[config.mk]
export PLATFORM = sky130hd
export DESIGN_NAME = spi_host_rx
export DESIGN_NICKNAME = d
export VERILOG_FILES = /design/src/rtl/spi_host_pkg.sv /design/src/rtl/spi_pin_sync.sv /design/src/rtl/spi_host_rx.sv
export SDC_FILE = /design/constraint.sdc
export NUM_CORES = 1
export LEC_CHECK = 0
export ABC_AREA = 1
export CORE_MARGIN = 8
export CORE_UTILIZATION = 23
export CTS_CLUSTER_SIZE = 10
export DETAILED_ROUTE_END_ITERATION = 16
export HOLD_SLACK_MARGIN = 0.1
export PLACE_DENSITY_LB_ADDON = 0.12
export SYNTH_ARGS = -nofsm -noshare
export SYNTH_HDL_FRONTEND = slang
export SYNTH_SLANG_ARGS = --single-unit
[constraint.sdc]
create_clock -name sys_clk -period 2.1 [get_ports sys_clk]
set_input_delay 0.42 -clock sys_clk [delete_from_list [all_inputs] [get_ports sys_clk]]
set_output_delay 0.42 -clock sys_clk [all_outputs]
set_load 0.1 [all_outputs]
[src/rtl/spi_host_pkg.sv]
`default_nettype none
// +--------------------------------------------------------------------+
// | Module      : spi_host_pkg                                         |
// | Description : Shared opcodes, FSM state encoding and status bit    |
// |               positions for the host SPI receive front end.        |
// | Revision    : 1.0 - initial release                                |
// +--------------------------------------------------------------------+
package spi_host_pkg;

   // Image FIFO word width shared with the programmer side
   localparam int FIFO_W = 16;

   // Host opcodes (first byte of every frame)
   localparam logic [7:0] OP_WR_CMD    = 8'h01;
   localparam logic [7:0] OP_WR_IMAGE  = 8'h02;
   localparam logic [7:0] OP_RD_STATUS = 8'h03;
   localparam logic [7:0] OP_CLR_ERR   = 8'h04;

   // Bit positions inside the status byte returned to the host
   localparam int STAT_PROGRAM_DONE  = 0;
   localparam int STAT_VERIFY_DONE   = 1;
   localparam int STAT_PROGRAM_ERROR = 2;
   localparam int STAT_SPI_VIOLATION = 3;
   localparam int STAT_SPI_PROCESS   = 4;

   // Frame decoder states
   typedef enum logic [2:0] {
      ST_WAIT_IDLE = 3'd0,
      ST_IDLE      = 3'd1,
      ST_OPCODE    = 3'd2,
      ST_WR_CMD    = 3'd3,
      ST_WR_IMAGE  = 3'd4,
      ST_RD_STATUS = 3'd5,
      ST_DISCARD   = 3'd6
   } state_t;

endpackage
`default_nettype wire

[src/rtl/spi_pin_sync.sv]
`default_nettype none
// +--------------------------------------------------------------------+
// | Module      : spi_pin_sync                                         |
// | Description : Synchronises the host SPI pins into sys_clk and      |
// |               produces registered single-cycle edge pulses.        |
// | Revision    : 1.0 - initial release                                |
// +--------------------------------------------------------------------+
module spi_pin_sync #(
   parameter int SYNC_STAGES = 2
) (
   input  logic clk,
   input  logic nrst,
   input  logic sck_in,
   input  logic nss_in,
   input  logic mosi_in,
   output logic sck_rise,
   output logic sck_fall,
   output logic nss_rise,
   output logic nss_fall,
   output logic nss_level,
   output logic mosi
);

   logic [SYNC_STAGES-1:0] r_sck_sync;
   logic [SYNC_STAGES-1:0] r_nss_sync;
   logic [SYNC_STAGES-1:0] r_mosi_sync;
   logic                   r_sck_prev;

   // Synchroniser chains; NSS clears to 0 so a frame in progress at reset
   // release is seen as "still selected" and never as a fresh start.
   always_ff @(posedge clk) begin
      if (!nrst) begin
         r_sck_sync  <= '0;
         r_nss_sync  <= '0;
         r_mosi_sync <= '0;
      end else begin
         r_sck_sync  <= {r_sck_sync[SYNC_STAGES-2:0], sck_in};
         r_nss_sync  <= {r_nss_sync[SYNC_STAGES-2:0], nss_in};
         r_mosi_sync <= {r_mosi_sync[SYNC_STAGES-2:0], mosi_in};
      end
   end

   // Registered edge pulses; MOSI and NSS level are delayed alongside so
   // every output belongs to the same sample.
   always_ff @(posedge clk) begin
      if (!nrst) begin
         r_sck_prev <= 1'b0;
         sck_rise   <= 1'b0;
         sck_fall   <= 1'b0;
         nss_level  <= 1'b0;
         nss_rise   <= 1'b0;
         nss_fall   <= 1'b0;
         mosi       <= 1'b0;
      end else begin
         r_sck_prev <= r_sck_sync[SYNC_STAGES-1];
         sck_rise   <=  r_sck_sync[SYNC_STAGES-1] & ~r_sck_prev;
         sck_fall   <= ~r_sck_sync[SYNC_STAGES-1] &  r_sck_prev;
         nss_level  <= r_nss_sync[SYNC_STAGES-1];
         nss_rise   <=  r_nss_sync[SYNC_STAGES-1] & ~nss_level;
         nss_fall   <= ~r_nss_sync[SYNC_STAGES-1] &  nss_level;
         mosi       <= r_mosi_sync[SYNC_STAGES-1];
      end
   end

endmodule
`default_nettype wire

[src/rtl/spi_host_rx.sv]
`default_nettype none
// +--------------------------------------------------------------------+
// | Module      : spi_host_rx                                          |
// | Description : Oversampled SPI slave: decodes host frames, fills    |
// |               the image FIFO, loads the command register and       |
// |               returns status snapshots on MISO.                    |
// | Revision    : 1.0 - initial release                                |
// +--------------------------------------------------------------------+
module spi_host_rx
   import spi_host_pkg::*;
#(
   parameter int SYNC_STAGES = 2,
   parameter int DATA_W      = FIFO_W
) (
   input  logic              sys_clk,
   input  logic              sys_nrst,
   input  logic              spi_sck,
   input  logic              spi_nss,
   input  logic              spi_mosi,
   output logic              spi_miso,
   input  logic              fifo_full,
   output logic              fifo_wr_en,
   output logic [DATA_W-1:0] fifo_wr_data,
   output logic [15:0]       command,
   input  logic [7:0]        status_in,
   output logic              overflow_err,
   output logic              frame_err
);

   logic       w_sck_rise, w_sck_fall, w_nss_rise, w_nss_fall, w_nss_hi, w_mosi;
   state_t     r_state, w_next_state;
   logic [2:0] r_bit_cnt;
   logic [6:0] r_rx_shreg;
   logic       r_byte_done;
   logic [7:0] r_rx_byte;
   logic [7:0] r_tx_shreg;
   logic [7:0] r_cmd_lo;
   logic       r_cmd_have_lo;
   logic       r_cmd_done;
   logic [7:0] r_img_lo;
   logic       r_img_have_lo;
   logic       w_active;
   logic       w_shift_en;
   logic       w_status_load;

   spi_pin_sync #(
      .SYNC_STAGES (SYNC_STAGES)
   ) u_pin_sync (
      .clk       (sys_clk),
      .nrst      (sys_nrst),
      .sck_in    (spi_sck),
      .nss_in    (spi_nss),
      .mosi_in   (spi_mosi),
      .sck_rise  (w_sck_rise),
      .sck_fall  (w_sck_fall),
      .nss_rise  (w_nss_rise),
      .nss_fall  (w_nss_fall),
      .nss_level (w_nss_hi),
      .mosi      (w_mosi)
   );

   assign w_active      = (r_state != ST_WAIT_IDLE) && (r_state != ST_IDLE);
   assign w_shift_en    = w_active && (r_state != ST_DISCARD) && !w_nss_hi;
   assign w_status_load = r_byte_done && !w_nss_hi &&
                          (((r_state == ST_OPCODE) && (r_rx_byte == OP_RD_STATUS)) ||
                           (r_state == ST_RD_STATUS));

   // State register
   always_ff @(posedge sys_clk) begin
      if (!sys_nrst) r_state <= ST_WAIT_IDLE;
      else           r_state <= w_next_state;
   end

   // Next-state decode: NSS high always ends a frame; opcode dispatch on byte completion
   always_comb begin
      w_next_state = r_state;
      case (r_state)
         ST_WAIT_IDLE: if (w_nss_hi)   w_next_state = ST_IDLE;
         ST_IDLE:      if (w_nss_fall) w_next_state = ST_OPCODE;
         default: begin
            if (w_nss_hi) begin
               w_next_state = ST_IDLE;
            end else if ((r_state == ST_OPCODE) && r_byte_done) begin
               case (r_rx_byte)
                  OP_WR_CMD:    w_next_state = ST_WR_CMD;
                  OP_WR_IMAGE:  w_next_state = ST_WR_IMAGE;
                  OP_RD_STATUS: w_next_state = ST_RD_STATUS;
                  default:      w_next_state = ST_DISCARD;
               endcase
            end
         end
      endcase
   end

   // Receive shifter: MSB first, byte_done pulses one cycle after the 8th bit
   always_ff @(posedge sys_clk) begin
      if (!sys_nrst) begin
         r_bit_cnt   <= 3'd0;
         r_rx_shreg  <= 7'd0;
         r_byte_done <= 1'b0;
         r_rx_byte   <= 8'd0;
      end else begin
         r_byte_done <= 1'b0;
         if (!w_shift_en) begin
            r_bit_cnt <= 3'd0;
         end else if (w_sck_rise) begin
            r_rx_shreg <= {r_rx_shreg[5:0], w_mosi};
            r_bit_cnt  <= r_bit_cnt + 3'd1;
            if (r_bit_cnt == 3'd7) begin
               r_byte_done <= 1'b1;
               r_rx_byte   <= {r_rx_shreg, w_mosi};
            end
         end
      end
   end

   // Frame decoding: command load, image packing, sticky error flags
   always_ff @(posedge sys_clk) begin
      if (!sys_nrst) begin
         fifo_wr_en    <= 1'b0;
         fifo_wr_data  <= '0;
         command       <= 16'd0;
         overflow_err  <= 1'b0;
         frame_err     <= 1'b0;
         r_cmd_lo      <= 8'd0;
         r_cmd_have_lo <= 1'b0;
         r_cmd_done    <= 1'b0;
         r_img_lo      <= 8'd0;
         r_img_have_lo <= 1'b0;
      end else begin
         fifo_wr_en <= 1'b0;
         if (r_state == ST_IDLE) begin
            r_cmd_have_lo <= 1'b0;
            r_cmd_done    <= 1'b0;
            r_img_have_lo <= 1'b0;
         end else if (w_nss_rise && w_active) begin
            if (r_bit_cnt != 3'd0)                         frame_err <= 1'b1;
            if ((r_state == ST_WR_IMAGE) && r_img_have_lo) frame_err <= 1'b1;
            if ((r_state == ST_WR_CMD) && !r_cmd_done)     frame_err <= 1'b1;
         end else if (r_byte_done && !w_nss_hi) begin
            case (r_state)
               ST_OPCODE: begin
                  if (r_rx_byte == OP_CLR_ERR) begin
                     overflow_err <= 1'b0;
                     frame_err    <= 1'b0;
                  end else if ((r_rx_byte != OP_WR_CMD) && (r_rx_byte != OP_WR_IMAGE) &&
                               (r_rx_byte != OP_RD_STATUS)) begin
                     frame_err <= 1'b1;
                  end
               end
               ST_WR_CMD: begin
                  if (!r_cmd_have_lo) begin
                     r_cmd_lo      <= r_rx_byte;
                     r_cmd_have_lo <= 1'b1;
                  end else if (!r_cmd_done) begin
                     command    <= {r_rx_byte, r_cmd_lo};
                     r_cmd_done <= 1'b1;
                  end
               end
               ST_WR_IMAGE: begin
                  if (!r_img_have_lo) begin
                     r_img_lo      <= r_rx_byte;
                     r_img_have_lo <= 1'b1;
                  end else begin
                     r_img_have_lo <= 1'b0;
                     if (fifo_full) begin
                        overflow_err <= 1'b1;
                     end else begin
                        fifo_wr_en   <= 1'b1;
                        fifo_wr_data <= {r_rx_byte, r_img_lo};
                     end
                  end
               end
               default: ;
            endcase
         end
      end
   end

   // Status return: snapshot on each byte boundary, shifted out on SCK falls
   always_ff @(posedge sys_clk) begin
      if (!sys_nrst) begin
         r_tx_shreg <= 8'd0;
         spi_miso   <= 1'b0;
      end else begin
         if (w_status_load) begin
            r_tx_shreg <= status_in;
         end else if ((r_state == ST_RD_STATUS) && !w_nss_hi && w_sck_fall) begin
            spi_miso   <= r_tx_shreg[7];
            r_tx_shreg <= {r_tx_shreg[6:0], 1'b0};
         end
         if ((r_state != ST_RD_STATUS) || w_nss_hi) spi_miso <= 1'b0;
      end
   end

endmodule
`default_nettype wire

==> results_dict.tcl <==
set metrics [dict create \
    outcome "finished, final reports clean" \
    relSlewSlack_pct 70.49 \
    yosysTopAreaCell "dfxtp_1" \
    yosys-top-cells-area "dfxtp_1, nor2_1, o21ai_0, nand2_1, nand3_1" \
    ir_drop_mv 0.3653 \
    cts_resized 0 \
    drive_gt1_share_pct 16.03 \
    drt_pre_antenna_iters 4 \
    startpoint_type "flip-flop" \
    gr-total-overflow 0 \
    yosysWarnings 0 \
    grt_start_max_net_pins 50 \
    grt_pass1_vias 3062 \
    yosys.cell_count.top_type "dfxtp_1" \
    hold_violations 0 \
    finClkSkew_ns 0.01123 \
    cp_max_fo 9 \
    nets 561 \
    r2r-start "r_rx_byte[6]" \
    cts_made_buffers 9 \
    hold_depth 2 \
    place_ws_ns 0.3158 \
    period_needed_ns 1.687 \
    tightest_slew_ns 0.4420 \
    synth_area_mm2 0.003841 \
    antenna_found_initial 0 \
    ys_ff_latch 98 \
    end_kind "flip-flop" \
    area_growth_pct 24.23 \
    worstSetupPathType "reg -> reg" \
    whs_endpoint "u_pin_sync.r_mosi_sync[1]" \
    ant_nets 0 \
    io_buffers 49 \
    cts_tree "done" \
    cts.clk_slew.worst_paths_ns 0.08 \
    synth_common_cells "dfxtp_1, nor2_1, nand2_1" \
    cts_max_path_buffers 2 \
    cap_violations 0 \
    clk_latency_ns 0.35 \
    r2r_cells 8 \
    post-cts-setup-buffer-count 0 \
    synth_top_area_share_pct 51.07 \
    hpwlAfterDp_mm 6.984 \
    synth_edf_count 0 \
    r2r_slack_ns 0.41 \
    hp-start "u_pin_sync.r_mosi_sync[0]" \
    netlist_instances 495 \
    die_w_um 145.2 \
    num_antenna_cells 0 \
    async_flop_share_pct 0 \
    via_per_inst 4.144 \
    fin_ws_ns 0.4132 \
    setup-violations-final 0 \
    crit_path_start "r_rx_byte[6]" \
    post-route-drc-count 0 \
    die_y_um 145.2 \
    fin_crit_sh_pct 80.32 \
    synth_ff_type "dfxtp_1" \
    power.density_mw_per_mm2 790.4 \
    initial_core_util_pct 23.33 \
    rows 47 \
    cts_num_sinks 98 \
    leakagePower_nw 1.925 \
    ios 50 \
    first_iter_violations 134 \
    grt_pass1_wl_mm 16.20 \
    ys_types 31 \
    h-tree-depth 3 \
    crit_arrival_ns 1.91 \
    wirelength_mm 9.632 \
    synth.avg_cell_area_um2 7.760 \
    yosysSeqAreaShare_pct 51.07 \
    rsz0062_at_grt "false" \
    regToRegEndpoint "r_tx_shreg[2]" \
    place.gp.congestion 0.7696 \
    track_usage_pct 9.563 \
    core_area_mm2 0.01647 \
    vias 3187 \
    fp.dieArea_mm2 0.02109 \
    hp-class "reg -> reg" \
    synth_fp_nets 512 \
    fin_setup_tns_ns 0 \
    fmax_mhz 592.8 \
    ctsHoldBuffers 0 \
    required_ns 2.32 \
    slew_viol_final 0 \
    cts_root_buf "clkbuf_16" \
    wl_per_cell_um 12.53 \
]
-- cells by family (layout without fill, tap and decap cells) --
family	count (synthesis)	in the layout	share of synthesized area (%)
and+or+nand+nor	218	218	25.41
DFF	98	98	51.07
AOI/OAI and AO/OA	98	98	13.55
buffers and inverters	78	132	8.990
adders and majority gates	3	3	0.9773
-- power by group --
part / switching, mW / internal [mW]
combinational: 0.121 / 0.0649
sequential: 0.0196 / 1.88
clock: 0.756 / 0.934
total: 0.897 / 2.88
-- stage by stage --
step / cells / hold WS (ns) / util (%) / power (mW) / area (um^2)
final: 769 / 0.4120 / 28.98 / 3.772 / 4772
after global routing: 769 / 0.4317 / 28.98 / 3.961 / 4772
after CTS: 769 / 0.4140 / 28.98 / 3.839 / 4772
after detailed placement: 753 / 0.4005 / 27.15 / 2.127 / 4471
after global placement: 753 / 0.3961 / 27.15 / 2.126 / 4471
after floorplan: 495 / 0.3903 / - / 2.057 / 3841
-- worst max-delay path by stage --
stage / endpoint / slack, ns
4_1_cts: r_tx_shreg[1] / 0.41
5_1_grt: r_rx_shreg[4] / 0.18
3_5_place_dp: fifo_wr_data[10] / 0.32
2_1_floorplan: command[10] / 0.71
3_3_place_gp: fifo_wr_data[15] / 0.37
6_report: r_tx_shreg[2] / 0.41
-- critical path, stage by stage (launching register included) --
cell	delay [ns]
dfxtp_1	0.39
inv_1	0.14
nand2_1	0.06
nor2_1	0.24
nand3_1	0.17
nand2_2	0.21
nand2_2	0.16
nand3_1	0.11
a21oi_1	0.07
-- routing by layer --
metal  routed length, um  vias up  track usage [%]
met4                 120        0            2.967
met1                4927     1430            12.91
met3                 485        8            3.389
met5                   0        -                0
li1                    -     1691                -
met2                4099       58            13.93
-- state kept, by name, summed over array words and instances (netlist names), 2 cells and up --
name	cells
r_cmd_lo	8
u_pin_sync.r_sck_sync	2
r_bit_cnt	3
r_img_lo	8
u_pin_sync.r_mosi_sync	2
r_rx_shreg	7
u_pin_sync.r_nss_sync	2
r_rx_byte	8
r_state	3
command	16
fifo_wr_data	16
r_tx_shreg	8
-- final cells by class --
class | count | area [um^2]
clock buffer | 9 | 225.2
clock inverter | 7 | 76.32
fill | 1804 | 11690
inverter | 58 | 224.0
multi-input combinational | 319 | 1534
sequential | 98 | 1962
tap | 220 | 275.3
timing repair buffer | 58 | 475.5
-- placed cells by master, fill, tap and decap left out, types with 2 or more instances in the layout --
cell type        synthesis  routed
inv_2                    5       5
clkbuf_16                0       9
buf_4                    0      44
a211oi_2                 2       2
clkinv_2                 1       3
ha_1                     3       3
nor2_4                   4       4
clkdlybuf4s50_1          0      12
o21ai_0                 50      50
a211oi_1                 5       5
nand2_1                 61      61
nor2_2                   4       4
nand4_1                  4       4
a21oi_1                 39      39
nor3_2                   2       2
inv_6                    1       2
inv_1                   50      50
nand3_1                 42      42
dfxtp_1                 98      98
nor2_1                  91      91
nand2_2                  4       4
nor3_1                   2       2
Note: power is estimated with default switching activity, not from simulation.
